### config.mk
export PLATFORM = sky130hd
export DESIGN_NAME = fetch_queue
export DESIGN_NICKNAME = d
export VERILOG_FILES = /design/src/rtl/fetch_pkg.sv /design/src/rtl/fetch_queue.sv
export SDC_FILE = /design/constraint.sdc
export NUM_CORES = 1
export LEC_CHECK = 0
export CORE_UTILIZATION = 49
export DETAILED_ROUTE_END_ITERATION = 10
export PLACE_DENSITY_LB_ADDON = 0.1
export SETUP_SLACK_MARGIN = 0.15
export SLEW_MARGIN = 20
export SYNTH_ARGS = -nofsm -noshare
export SYNTH_HDL_FRONTEND = slang
export SYNTH_SLANG_ARGS = --single-unit
### constraint.sdc
create_clock -name clk -period 4 [get_ports clk]
set_input_delay 0.8 -clock clk [delete_from_list [all_inputs] [get_ports clk]]
set_output_delay 0.8 -clock clk [all_outputs]
set_load 0.01 [all_outputs]
### src/rtl/fetch_pkg.sv
// Shared types for the fetch/decode instruction buffer.
// The entry layout is fixed at the package data width.
package fetch_pkg;

    localparam int unsigned FETCH_DATA_WIDTH = 32;
    localparam int unsigned FETCH_DEPTH      = 4;
    localparam int unsigned PTR_W            = $clog2(FETCH_DEPTH);

    typedef struct packed {
        logic [FETCH_DATA_WIDTH-1:0] instr;
        logic [FETCH_DATA_WIDTH-1:0] pc;
        logic [FETCH_DATA_WIDTH-1:0] pc_plus4;
    } fetch_entry_t;

endpackage

### src/rtl/fetch_queue.sv
// DEPTH-entry circular FIFO between fetch and decode with valid/ready on both sides
// and a synchronous flush for redirects.
module fetch_queue
    import fetch_pkg::*;
#(
    parameter int unsigned DATA_WIDTH = FETCH_DATA_WIDTH,
    parameter int unsigned DEPTH      = FETCH_DEPTH
) (
    input  logic                         clk,
    input  logic                         rst,
    input  logic                         flush,
    input  logic                         in_valid,
    output logic                         in_ready,
    input  logic [DATA_WIDTH-1:0]        in_instr,
    input  logic [DATA_WIDTH-1:0]        in_pc,
    input  logic [DATA_WIDTH-1:0]        in_pc_plus4,
    output logic                         out_valid,
    input  logic                         out_ready,
    output logic [DATA_WIDTH-1:0]        out_instr,
    output logic [DATA_WIDTH-1:0]        out_pc,
    output logic [DATA_WIDTH-1:0]        out_pc_plus4,
    output logic [$clog2(DEPTH+1)-1:0]   count
);

    localparam int unsigned AW = $clog2(DEPTH);
    localparam int unsigned CW = $clog2(DEPTH+1);

    if (DEPTH < 2 || (DEPTH & (DEPTH - 1)) != 0) begin : gen_depth_check
        $fatal(1, "fetch_queue: DEPTH must be a power of two and at least 2");
    end
    // The entry struct is sized by the package, so the instance width must agree.
    if (DATA_WIDTH != FETCH_DATA_WIDTH) begin : gen_width_check
        $fatal(1, "fetch_queue: DATA_WIDTH must equal fetch_pkg::FETCH_DATA_WIDTH");
    end

    fetch_entry_t        mem [DEPTH];
    logic [AW-1:0]       wr_ptr;
    logic [AW-1:0]       rd_ptr;
    logic                enq;
    logic                deq;
    fetch_entry_t        head;

    assign in_ready  = (count != CW'(DEPTH));
    assign out_valid = (count != '0);
    assign enq       = in_valid && in_ready && !flush;
    assign deq       = out_valid && out_ready && !flush;

    // Empty queue drives zeros so decode never sees stale storage.
    always_comb begin
        head = '0;
        if (out_valid) begin
            head = mem[rd_ptr];
        end
    end

    assign out_instr    = head.instr;
    assign out_pc       = head.pc;
    assign out_pc_plus4 = head.pc_plus4;

    always_ff @(posedge clk) begin
        if (rst || flush) begin
            wr_ptr <= '0;
            rd_ptr <= '0;
            count  <= '0;
        end else begin
            if (enq) begin
                mem[wr_ptr] <= '{instr: in_instr, pc: in_pc, pc_plus4: in_pc_plus4};
                wr_ptr      <= wr_ptr + AW'(1);
            end
            if (deq) begin
                rd_ptr <= rd_ptr + AW'(1);
            end
            if (enq && !deq) begin
                count <= count + CW'(1);
            end else if (deq && !enq) begin
                count <= count - CW'(1);
            end
        end
    end

endmodule

**After elaboration in Yosys (flattened, before gate mapping)**

Memory sizes are Yosys's and may differ from the RTL's. A register that Yosys moved wholly into a read port is not among the register bits.
Cells that the tools add are included.

- Register bits: 7
- Bits in writable memories: 384
- Output and inout bits: 101
- Input bits: 101
- Memories: 1

Memory list:

| memory | depth | bits a word | rd ports | clocked after memory_dff | wr ports | line | RTL |
|---|---|---|---|---|---|---|---|
| mem | 4 | 96 | 1 | 1 | 1 | fetch_queue.sv:36 | `fetch_entry_t mem [DEPTH];` |

- Equal/unequal tests: 1
- Reduce and logical (&&, ||, !) cells: 12
- Multiplexer cells: 8
- $add $sub $neg: 4

Operators with widths:

| operator | count |
|---|---|
| 2-to-1 mux 96 bit | 1 |
| logical AND 1 bit | 6 |
| 2-to-1 mux 3 bit | 2 |
| adder 2 x 1 -> 2 bit (second input constant) | 2 |
| 2-to-1 mux 2 bit | 2 |
| adder 3 x 1 -> 3 bit (second input constant) | 1 |
| logical NOT 1 bit | 3 |
| 2-to-1 mux 1 bit | 3 |
| != test 3 bit (second input constant) | 1 |
| nonzero test 3 bit | 1 |
| subtractor 3 x 1 -> 3 bit (second input constant) | 1 |
| nonzero test 2 bit | 1 |
| logical OR 1 bit | 1 |

**Depth between registers and ports, before layout**

Gate-level depths: netlist (run 1).

- Depth in word-level cells: 7
- Mapped depth: 9

**Worst setup path before layout (run 1)**

Ideal clock, no wire load.

- Kind: input to register
- Start point: input port flush
- End point: memory mem[0][0] (netlist name), enable pin
- Path buffers: 0
- Path slack: 0.176 ns
- Stages on the path: 2
- Data arrival time: 3.358 ns
- Cells stage by stage: nor2_1 > and3_1

- Longest elaborated chain between the ends: 5
- Elaborated cells between the ends (all ways): 6

Ends and longest elaborated chain:

| item | line | RTL |
|---|---|---|
| from (decl) | fetch_queue.sv:11 | `input logic flush,` |
| logical NOT 1 bit | fetch_queue.sv:45 | `assign enq = in_valid && in_ready && !flush;` |
| logical AND 1 bit | fetch_queue.sv:45 |  |
| 2-to-1 mux 1 bit | fetch_queue.sv:66 | `if (enq) begin` |
| 2-to-1 mux 1 bit (*) | fetch_queue.sv:61 | `if (rst \|\| flush) begin` |
| 2-to-1 mux 1 bit (not written as such) (*) | fetch_queue.sv:67 | `mem[wr_ptr] <= '{instr: in_instr, pc: in_pc, pc_plus4: in_pc_plus4};` |
| to (decl) | fetch_queue.sv:36 |  |

Every way passes the cells marked *; elsewhere a longest branch is shown, timed or not.

**Worst setup path in the final report (run 1)**

- Start point: register count[1]
- End point: output port out_instr[28]

- Longest elaborated chain between the ends: 2

Ends and longest elaborated chain:

| item | line | RTL |
|---|---|---|
| from (decl) | fetch_queue.sv:22 | `output logic [$clog2(DEPTH+1)-1:0] count` |
| from (signal assigned) | fetch_queue.sv:74 | `count <= count + CW'(1);` |
| from (signal assigned) | fetch_queue.sv:76 | `count <= count - CW'(1);` |
| nonzero test 3 bit | fetch_queue.sv:44 | `assign out_valid = (count != '0);` |
| 2-to-1 mux 96 bit | fetch_queue.sv:51 | `if (out_valid) begin` |
| to (decl) | fetch_queue.sv:19 | `output logic [DATA_WIDTH-1:0] out_instr,` |

No other way between the ends.

==> impl_metrics.csv, run 1 <==
group,metric,value,unit
floorplan,die_x,176.7,um
power,p_sw,1.710,mW
clock_network,ctsHoldBuffers,0,
global_route,grt.total_usage,0.1918,
synth,syn-num-nets,766,
clock_network,tritoncts,"yes",
floorplan,row_count,63,
worst_setup_path,crit_path_end,"out_instr[28]",
worst_setup_path,critPathRequiredTime,3200,ps
place,gp_congestion,0.7573,
finish,multiInputGateArea,3060,sq um
worst_setup_path,crit_path_start,"count[1]",
timing,max_freq,271.4,MHz
worst_setup_path,worst-r2r-cell-count,9,
detailed_routing,drc_errors,0,
synth,yosys-top-cells-area,"edfxtp_1 (77%), mux4_2 (14%), and2_1 (4.1%)",
detailed_routing,wirelength,29010,um
power,clkPwrFrac,0.403,
worst_hold_path,hp-class,"flip-flop to flip-flop",
global_route,grt_pass1_wl,44480,um
detailed_routing,vias,7156,
run,cap_violations,0,
worst_setup_path,r2r_start,"count[1]",
synth,yosysTopAreaCellShare,0.7709,
timing,finalSetupViolCount,0,
timing,rsz0062_at_grt,"no",
finish,final_cells,1301,
synth,ys_seq_area_frac,0.7829,
worst_setup_path,r2r-end,"count[2]",
finish,fillCellCount,2054,
detailed_routing,drtIter0Drc,549,
power,seq_power_share,0.530,
floorplan,core_area,29870,sq um
worst_setup_path,critPathKind,"flip-flop to primary output",
global_route,grt_start_max_net_pins,58,
synth,synth-seq-cells,393,
synth,synth_area,14960,sq um
power,pwr-share-comb,0.067,
synth,syn_avg_cell_area,22.70,sq um
synth,yosysTopAreaCell,"edfxtp_1",
clock_network,clkLatencyLatePin,520,ps
timing,finalCriticalPeriod,3684,ps
clock_network,clk_path_buf_depth,3,
worst_setup_path,path_max_fanout,57,
clock_network,cts_sinks,393,
detailed_routing,viasPerCell,5.500,
power,p_per_area,461.0,nW/um^2
timing,hold_viol_final,0,
clock_network,cts_buffers,40,
finish,n_antenna_cell,0,
detailed_routing,ant_nets,0,
finish,regArea,11720,sq um
global_route,gr-total-overflow,0,
floorplan,die_h,176.7,um
clock_network,cts_max_level,2,
detailed_routing,wire_per_inst,22.29,um
finish,final_nets,992,
place,dpl.hpwl,17440,um
detailed_routing,drt_pass1_iterations,6,
clock_network,cts_setup_buffers,0,
global_route,antenna_found_initial,3,
place,place_inst,1233,
power,irDropWorstVdd,0.0003513,V
finish,area_growth,25.48,%
timing,clock_skew,16.59,ps
synth,synthCells,659,
power,swShare,0.1977,
synth,synth_edf_count,384,
synth,postSynth.asyncResetShare,0,
status,status,"finished, final reports clean",
timing,holdWs,515.4,ps
worst_setup_path,rrSetupSlack,1430,ps
power,p_int,6.941,mW
finish,drive_gt1_frac,0.1910,
timing,fin_setup_tns,0,ps
synth,synth.distinct_cells,26,
global_route,first_global_vias,7812,
timing,worst_pin_slew,813.6,ps
floorplan,start_util,0.5007,
timing,min_period_over_period,0.9210,
place,io_buffer_count,201,
clock_network,root_buffer,"clkbuf_16",
floorplan,dieArea,31230,sq um
worst_setup_path,critical_path_arrival,2880,ps
worst_setup_path,cp-end-kind,"primary output",
floorplan,num_io_pins,202,
clock_network,path_clk_slew,60,ps
timing,maxSlewViolCount,0,
synth,ys_warn_count,0,
synth,synth-main-ff-cell,"edfxtp_1",
timing,slew-limit-headroom,0.4576,
power,p_leak,5.892,nW
worst_setup_path,setup.worst_path.start_class,"flip-flop",
clock_network,ctsResizeCount,0,
==> per-layer routing <==
layer | share of wire | up-vias | GRT usage | wire (um)
li1 | - | 3144 | - | -
met1 | 0.42 | 3743 | 0.2594 | 12290
met2 | 0.50 | 216 | 0.3180 | 14510
met3 | 0.058 | 47 | 0.04167 | 1676
met4 | 0.017 | 6 | 0.04957 | 495
met5 | 0.0013 | - | 0 | 38
==> cells in the final DEF, fill, tap and decap left out, drive strengths merged <==
cell	synthesis	routed
or2	2	2
mux2i	1	1
clkinvlp	0	1
o31ai	2	2
clkinv	0	18
xor2	4	4
o311ai	1	1
or3	2	2
nor2b	1	1
fa	1	1
bufinv	0	3
nand2	1	1
buf	17	17
o21ai	2	2
nand4	2	2
ha	5	5
dfxtp	9	9
or3b	1	1
nor2	6	6
clkdlybuf4s50	0	201
and2	97	97
clkbuf	17	44
a21oi	1	1
and3	4	4
edfxtp	384	384
mux4	96	96
inv	3	5
==> metrics by stage <==
stage | power, mW | setup slack (ps) | area, sq um | util
4_1_cts | 8.738 | 263.8 | 18770 | 0.6283
3_3_place_gp | 5.240 | 907.4 | 17540 | 0.5872
3_5_place_dp | 5.259 | 808.6 | 17540 | 0.5872
5_1_grt | 8.935 | 169.6 | 18770 | 0.6283
2_1_floorplan | 4.903 | 175.8 | 14960 | -
6_report | 8.652 | 316.0 | 18770 | 0.6283
==> Yosys cell counts, drive strengths merged, types with 3 or more instances <==
library cell / number
and2: 97
inv: 3
ha: 5
dfxtp: 9
clkbuf: 17
mux4: 96
and3: 4
buf: 17
nor2: 6
edfxtp: 384
xor2: 4
==> how the worst min path moves through the flow <==
stage                     end  startpoint  slack [ps]  cells after the start
CTS                 wr_ptr[0]   wr_ptr[0]         520                      2
floorplan           wr_ptr[0]   wr_ptr[0]         470                      2
finish              wr_ptr[0]   wr_ptr[0]         520                      2
detailed placement  wr_ptr[0]   wr_ptr[0]         510                      2
global placement    wr_ptr[0]   wr_ptr[0]         480                      2
global route        wr_ptr[0]   wr_ptr[0]         550                      2
==> registers in the layout, indices dropped and copies added (netlist names), named ones only <==
| register | count |
|---|---|
| mem | 384 |
| count | 3 |
| rd_ptr | 2 |
| wr_ptr | 2 |
==> final cells by class <==
type,instances,share of cell area
Clock buffer,44,0.05526
Clock inverter,24,0.01007
Inverter,3,0.0006000
Multi-Input combinational cell,229,0.1631
Sequential cell,393,0.6244
Tap cell,390,0.02600
Timing Repair Buffer,218,0.1207
==> cell families after synthesis <==
family | after synthesis | synth area share
mux | 97 | 0.1452
fa+ha+maj | 6 | 0.005521
flops | 393 | 0.7829
compound gates | 6 | 0.002593
buf+inv | 37 | 0.01388
xor+xnor | 4 | 0.002342
simple gates | 116 | 0.04751
==> power groups by stage <==
stage                     Combinational, mW  Sequential (mW)  Clock [mW]
after global placement                0.573             4.67           0
after CTS                             0.591             4.58        3.56
after floorplan                       0.233             4.67           0
final                                 0.581             4.58        3.49
after global routing                  0.624             4.59        3.72
after detailed placement              0.588             4.67           0
==> critical path: stages (launching register included) <==
cell and delay, ps:
dfxtp_1 480, or3_2 710, buf_12 340, and2_1 220
clkdlybuf4s50_1 550
(Power assumes the default switching activity.)
==> run 2: changes to the inputs <==
- ABC_CLOCK_PERIOD_IN_PS: unset -> 4000
==> results of run 2 <==
The final DEF is identical to that of run 1; final timing and power are the same.
